[src/rtl/fpnew_hub_slice_arbiter.sv]
// Round-robin arbiter that merges per-format slice results into a small output FIFO.
// Upstream ready depends only on occupancy, flush and reset, so a full buffer blocks input even when popped.
module fpnew_hub_slice_arbiter #(
    parameter int unsigned NumSlices = 4,
    parameter int unsigned Width     = 32,
    parameter int unsigned TagWidth  = 1,
    parameter int unsigned Depth     = 2
) (
    input  logic                                clk_i,
    input  logic                                rst_i,
    input  logic [NumSlices-1:0][Width-1:0]     slice_result_i,
    input  logic [NumSlices-1:0][4:0]           slice_status_i,
    input  logic [NumSlices-1:0]                slice_ext_bit_i,
    input  logic [NumSlices-1:0][TagWidth-1:0]  slice_tag_i,
    input  logic [NumSlices-1:0]                slice_valid_i,
    output logic [NumSlices-1:0]                slice_ready_o,
    input  logic                                flush_i,
    output logic [Width-1:0]                    result_o,
    output logic [4:0]                          status_o,
    output logic                                extension_bit_o,
    output logic [TagWidth-1:0]                 tag_o,
    output logic                                out_valid_o,
    input  logic                                out_ready_i,
    output logic                                busy_o
);

    localparam int unsigned PtrW  = $clog2(NumSlices);
    localparam int unsigned AddrW = $clog2(Depth);
    localparam int unsigned CntW  = $clog2(Depth + 1);

    typedef struct packed {
        logic [Width-1:0]    result;
        logic [4:0]          status;
        logic                ext;
        logic [TagWidth-1:0] tag;
    } entry_t;

    entry_t            mem [Depth];
    logic [AddrW-1:0]  rd_ptr;
    logic [AddrW-1:0]  wr_ptr;
    logic [CntW-1:0]   count;
    logic [PtrW-1:0]   rr_ptr;
    logic [PtrW-1:0]   sel_idx;
    logic [PtrW-1:0]   cand;
    logic              sel_found;
    logic              can_accept;
    logic              push;
    logic              pop;
    int unsigned       idx;

    // Search upward from the round-robin pointer, wrapping at NumSlices.
    always_comb begin
        sel_found = 1'b0;
        sel_idx   = '0;
        cand      = '0;
        idx       = 0;
        for (int unsigned i = 0; i < NumSlices; i++) begin
            idx = 32'(rr_ptr) + i;
            if (idx >= NumSlices) begin
                idx = idx - NumSlices;
            end
            cand = PtrW'(idx);
            if (!sel_found && slice_valid_i[cand]) begin
                sel_found = 1'b1;
                sel_idx   = cand;
            end
        end
    end

    assign can_accept    = !rst_i && !flush_i && (count < CntW'(Depth));
    assign push          = sel_found && can_accept;
    assign slice_ready_o = push ? (NumSlices'(1) << sel_idx) : '0;
    assign out_valid_o   = (count != '0);
    assign pop           = out_valid_o && out_ready_i;
    assign busy_o        = out_valid_o || (|slice_valid_i);

    assign result_o        = mem[rd_ptr].result;
    assign status_o        = mem[rd_ptr].status;
    assign extension_bit_o = mem[rd_ptr].ext;
    assign tag_o           = mem[rd_ptr].tag;

    always_ff @(posedge clk_i) begin
        if (rst_i) begin
            count  <= '0;
            rd_ptr <= '0;
            wr_ptr <= '0;
            rr_ptr <= '0;
        end else if (flush_i) begin
            count  <= '0;
            rd_ptr <= wr_ptr;
        end else begin
            if (push) begin
                wr_ptr <= wr_ptr + AddrW'(1);
                rr_ptr <= (sel_idx == PtrW'(NumSlices - 1)) ? '0 : sel_idx + PtrW'(1);
            end
            if (pop) begin
                rd_ptr <= rd_ptr + AddrW'(1);
            end
            if (push && !pop) begin
                count <= count + CntW'(1);
            end else if (!push && pop) begin
                count <= count - CntW'(1);
            end
        end
    end

    // Buffer storage is deliberately left out of reset; occupancy alone qualifies it.
    always_ff @(posedge clk_i) begin
        if (push) begin
            mem[wr_ptr] <= '{result: slice_result_i[sel_idx],
                             status: slice_status_i[sel_idx],
                             ext:    slice_ext_bit_i[sel_idx],
                             tag:    slice_tag_i[sel_idx]};
        end
    end

endmodule

[config.mk]
export PLATFORM = sky130hd
export DESIGN_NAME = fpnew_hub_slice_arbiter
export DESIGN_NICKNAME = d
export VERILOG_FILES = /design/src/rtl/fpnew_hub_slice_arbiter.sv
export SDC_FILE = /design/constraint.sdc
export NUM_CORES = 1
export LEC_CHECK = 0
export BUFFER_PORTS_ARGS = -buffer_cell sky130_fd_sc_hd__buf_2
export CAP_MARGIN = 20
export CORE_UTILIZATION = 51
export CTS_CLUSTER_SIZE = 16
export DETAILED_ROUTE_END_ITERATION = 12
export GPL_TIMING_DRIVEN = 0
export PLACE_DENSITY_LB_ADDON = 0.15
export SLEW_MARGIN = 20
export SYNTH_ARGS = -nofsm -noshare
export SYNTH_HDL_FRONTEND = slang
export SYNTH_SLANG_ARGS = --single-unit
export TNS_END_PERCENT = 10
[constraint.sdc]
create_clock -name clk_i -period 5.05 [get_ports clk_i]
set_input_delay 0 -clock clk_i [delete_from_list [all_inputs] [get_ports clk_i]]
set_output_delay 0 -clock clk_i [all_outputs]
set_load 0.005 [all_outputs]
======== After elaboration in Yosys (flattened, before gate mapping) ========
Memory sizes are Yosys's and may differ from the RTL's. A register that Yosys moved wholly into a read port is not among the register bits.
Index checks and enable logic that the tools add are counted.
Widths: inputs -> output; s select.
cells by class
  $add $sub $neg .......................... 12
  $mul .................................... 0
  divide/modulo/power cells ............... 0
  order comparisons ....................... 10
  equal/unequal tests ..................... 1
  shifts and indexed selects .............. 1
  multiplexer cells ....................... 38
  bitwise operators ....................... 1
  reduce and logical (&&, ||, !) cells .... 23
operators by type and width
  operator             count
  $bmux 32 s2          1
  $mux 32              1
  $mux 2               11
  $mux 1               16
  $lt 2x3->1 const B   5
  $bmux 1 s2           6
  $bmux 5 s2           1
  $sub 2x1->2 const B  5
  $ge 3x3->1 const B   3
  $logic_and 1x1->1    9
  $logic_not 1->1      7
  $add 2x2->3 const B  2
  $reduce_bool 2->1    3
  $mux 5               1
  $add 2x1->2 const B  2
  $mux 4               1
  $reduce_or 4->1      1
  $shl 1x2->4 const A  1
  $add 2x1->3 const B  1
  $ge 2x3->1 const B   1
  $add 1x1->1 const B  2
  $eq 2x2->1 const B   1
  $lt 2x2->1 const B   1
  $reduce_and 2->1     1
  3 further kinds      3
storage, ports and cells
  register bits after elaboration ......... 6
  bits in latches ......................... 0
  bits in writable memories ............... 78
  ROM bits ................................ 0
  bits of input ports ..................... 164
  output and inout bits ................... 45
  word-level logic and storage cells ...... 91
  memories ................................ 1
memory list
  memory  depth  bits a word  read ports  clocked after Yosys merged registers in  write ports  RTL line  text
  mem     2      39           1           1                                        1            38        entry_t mem [Depth];

======== Depth between registers and ports, before layout ========
  depth after elaboration ................. 19
  gate-level depth with buffers ........... 8
  depth with buffers taken out ............ 7

======== Worst setup path before layout ========
Ideal clock, no wire load.
  path kind ............................... register to register
  from .................................... register count[1]
  to ...................................... memory mem[0][0] in the netlist's numbering (enable)
  library setup time ...................... 440 ps
  arrival ................................. 2,625 ps
  data required time ...................... 4,610 ps
  path slack .............................. 1,985 ps
  stages on the path, launching flop included .. 4
  path buffers ............................ 1
  period minus slack after synthesis ...... 3,065 ps
  path through ............................ dfxtp_1 nor4_1 buf_2 nor2b_1
between the ends
  word-level cells in the longest chain between the ends .. 5
RTL lines
  what                          RTL line  text
  start: declaration            41        logic [CntW-1:0] count;
  start signal: assignment      100       count <= count + CntW'(1);
  start signal: assignment      102       count <= count - CntW'(1);
  $lt 2x2->1                    70        assign can_accept = !rst_i && !flush_i && (count < CntW'(Depth));
  $logic_and 1x1->1             70
  $logic_and 1x1->1             71        assign push = sel_found && can_accept;
  $mux 1                        109       if (push) begin
  $mux 1 (not written as such)  110       mem[wr_ptr] <= '{result: slice_result_i[sel_idx],
  end: declaration              38
Every way passes these cells.

======== Worst setup path in the final report ========
  from .................................... register rr_ptr[1]
  to ...................................... output slice_ready_o[2]
between the ends
  word-level cells in the longest chain between the ends .. 16
  elaborated cells between the ends (all ways) .. 40
  those cells by class .................... 7 x add/sub; 4 x order compare; 1 x shift; 21 x mux; 7 x reduce/logical
RTL lines
  what                                                  RTL line  text
  start: declaration                                    42        logic [PtrW-1:0] rr_ptr;
  start signal: assignment                              94        rr_ptr <= (sel_idx == PtrW'(NumSlices - 1)) ? '0 : sel_idx + PtrW'(1);
  branches (longest 15 deep; another with $add 2x1->3)  --
  $mux 4 (*)                                            72        assign slice_ready_o = push ? (NumSlices'(1) << sel_idx) : '0;
  end: declaration                                      16        output logic [NumSlices-1:0] slice_ready_o,
Every way passes the cells marked *. The select of a mux whose other input is x is not followed.

==> results.json <==
{
  "tns_ps": 0,
  "syn_to_final_growth_pct": 32.3,
  "synth_mux_area_frac": 0.357,
  "cts_tree": "yes",
  "worst_slew_pin_slew_ps": 693,
  "ios": 209,
  "synth_top_family_by_area": "multiplexers",
  "totalWireLength_um": 10000,
  "ys_ff_latch": 85,
  "wl_per_cell_um": 15.6,
  "core_area_um2": 8680,
  "slew_viol_final": 0,
  "place_congestion": 0.761,
  "cts_buffers": 9,
  "synth-xor-area-share": 0.00958,
  "drv_cap": 0,
  "crit_path_top_delay_cell": "dfxtp_1",
  "p_leak_nw": 2.59,
  "outcome": "complete, no violations",
  "nNetsFinal": 701,
  "yosysSeqAreaShare": 0.543,
  "cp_num_buf_inv": 3,
  "die_x_um": 96.7,
  "final_antenna_net_count": 0,
  "slowest_delay_ps": 470,
  "drc_errors": 0,
  "grt_pass1_vias": 3449,
  "die_height_um": 96.7,
  "clock_skew_ps": 8.30,
  "p_clk_frac": 0.287,
  "grt.overflow.total": 0,
  "powerDensity_nw_per_um2": 288,
  "start_util": 0.527,
  "final_hold_viol_count": 0,
  "hold_path_class": "in2reg",
  "synth-simple-area-share": 0.0233,
  "vdd_drop_max_v": 0.000156,
  "grt_pass1_wl_um": 16300,
  "grt_max_degree": 21,
  "cell_internal_pwr_mw": 1.32,
  "clockBufferDepth": 2,
  "syn_area_um2": 4570,
  "synth_nets": 477,
  "setup_viol": 0,
  "path_max_fanout": 11,
  "combinationalPowerShare": 0.230,
  "synth_compound_area_frac": 0.0181,
  "crit_arrival_ps": 2330,
  "worstSetupStartpointType": "register",
  "fin_util": 0.697,
  "relSlewSlack": 0.537,
  "clk_latency_ps": 340,
  "rsz0062_at_grt": "no",
  "io_buffers": 208,
  "max_freq_mhz": 429,
  "via_per_inst": 5.13,
  "antenna_cells": 0,
  "path_cells": "mux2i_1 > o22ai_1 > nor2_2 > buf_2 > inv_2 > ha_1 > and2_1 > buf_2",
  "endpoint_kind": "output port",
  "critPathKind": "reg2out",
  "pwr-share-seq": 0.483,
  "synthAdderAreaFrac": 0.0137,
  "root_buffer": "clkbuf_8",
  "required_ps": 5050,
  "synth_cells": 308,
  "grt_antenna_before_repair": 0,
  "cts_sinks": 85,
  "ys_types": 28,
  "drtPass1Iterations": 4,
  "placed_cell_area_um2": 5810,
  "hpwlAfterDp_um": 7570,
  "dieArea_um2": 9340,
  "drive_above_1_share": 0.531,
  "finalCriticalPeriod_ps": 2330,
  "cp_common_cell": "buf_2",
  "critPathTopFamily": "buffers and inverters",
  "clk_pin_slew_worst_paths_ps": 80,
  "postLayoutCellArea_um2": 6050,
  "grt_usage": 0.224,
  "drt_iter0_drc": 89,
  "h-tree-depth": 3,
  "rows": 34,
  "fin_crit_sh": 0.462,
  "p_sw_mw": 0.427,
  "synth_warnings": 0,
  "switching_share": 0.245,
  "syn_area_per_cell_um2": 14.8,
  "via_count": 3309
}
## kinds of logic after synthesis
| kind of cell | after synthesis |
|---|---|
| xor gates and xnor gates | 5 |
| adders and majority gates | 5 |
| muxes | 158 |
| and+or+nand+nor | 21 |
| buffers and inverters | 23 |
| DFF | 85 |
| AOI/OAI and AO/OA | 11 |
## cells in the mapped netlist
cell | count | share of area
mux2_2 | 39 | 0.096
xor2_1 | 3 | 0.0057
nor2_2 | 1 | 0.0014
a21boi_0 | 1 | 0.0016
buf_6 | 9 | 0.022
o21ai_2 | 1 | 0.0019
a21oi_1 | 3 | 0.0033
nand2b_1 | 1 | 0.0014
inv_2 | 2 | 0.0016
xnor2_1 | 2 | 0.0038
buf_2 | 7 | 0.0077
ha_1 | 5 | 0.014
edfxtp_1 | 78 | 0.51
nand2_1 | 2 | 0.0016
dfxtp_1 | 7 | 0.031
inv_1 | 3 | 0.0025
nor2_1 | 7 | 0.0057
and2_1 | 5 | 0.0068
nor3_1 | 2 | 0.0022
nor2b_1 | 1 | 0.0014
o21ai_1 | 1 | 0.0011
nor4_1 | 2 | 0.0027
mux2i_1 | 119 | 0.26
o21ai_0 | 1 | 0.0011
o22ai_1 | 2 | 0.0027
clkbuf_1 | 2 | 0.0016
a21oi_2 | 1 | 0.0019
o2bb2a_4 | 1 | 0.0044
## worst paths after layout
check / from / end / slack [ps] / depth (start not counted)
max reg2reg: count[1] / count[1] / 2750 / 8
max: rr_ptr[1] / slice_ready_o[2] / 2720 / 8
min reg2reg: count[0] / count[0] / 590 / 2
min: slice_ext_bit_i[0] / mem[0][1] / 70 / 3
## through the flow
stage          std cells  power, mW  hold slack, ps  setup slack [ps]
6_report             645       1.74            73.2              2720
3_3_place_gp         624       1.24             228               767
4_1_cts              645       1.76            58.3              2680
2_1_floorplan        308       1.10            72.4              1980
3_5_place_dp         626       1.26             241              2840
5_1_grt              645       1.83            63.7              2560
## power groups by stage
| stage | clock [mW] | sequential [mW] | combinational, mW |
|---|---|---|---|
| after floorplan | 0 | 0.855 | 0.248 |
| after global placement | 0 | 0.858 | 0.386 |
| after detailed placement | 0 | 0.858 | 0.406 |
| after CTS | 0.511 | 0.842 | 0.409 |
| after global routing | 0.541 | 0.846 | 0.439 |
| final | 0.500 | 0.842 | 0.401 |
## area by class of cell
| cell class | instances | area (um^2) |
|---|---|---|
| multi-input combinational | 200 | 1930 |
| clock buffer | 11 | 131 |
| inverter | 5 | 18.8 |
| timing repair buffer | 213 | 1130 |
| sequential | 85 | 2480 |
| tap | 108 | 135 |
| clock inverter | 5 | 75.1 |
| fill | 703 | 2630 |
| buffer | 18 | 144 |
## sequential cells by signal (all words and copies together) (netlist names), named ones only
signal  flops
count       2
mem        78
rd_ptr      1
rr_ptr      2
wr_ptr      1
## metal layers
layer,vias up,global-route usage,wire length (um)
met5,-,0,0
met4,0,0.0850,191
met3,15,0.0477,618
li1,1627,-,-
met1,1534,0.250,3900
met2,133,0.414,5330
## what timing repair did
item | 4_1_cts | 5_1_grt
hold buffers | 3 | 0
hold endpoints to repair | 7 | 0
setup buffers | 0 | 0
resized for setup | 0 | 0
## cells in the final DEF, fill, tap and decap left out, drive strengths merged
cell type / count
o22ai: 2
nor2: 8
edfxtp: 78
a21oi: 4
inv: 5
nand2b: 1
o2bb2a: 1
nor2b: 1
dlygate4sd3: 3
xor2: 3
clkinv: 2
clkinvlp: 1
clkbuf: 13
dfxtp: 7
nor4: 2
mux2i: 119
mux2: 39
ha: 5
and2: 5
nor3: 2
xnor2: 2
nand2: 2
buf: 226
bufinv: 2
o21ai: 3
a21boi: 1
## tightest hold or removal path, cell delays in order
cell and delay, ps:
buf_2 70, mux2i_1 50, mux2i_1 150
Power figures use the tool's default switching activity.
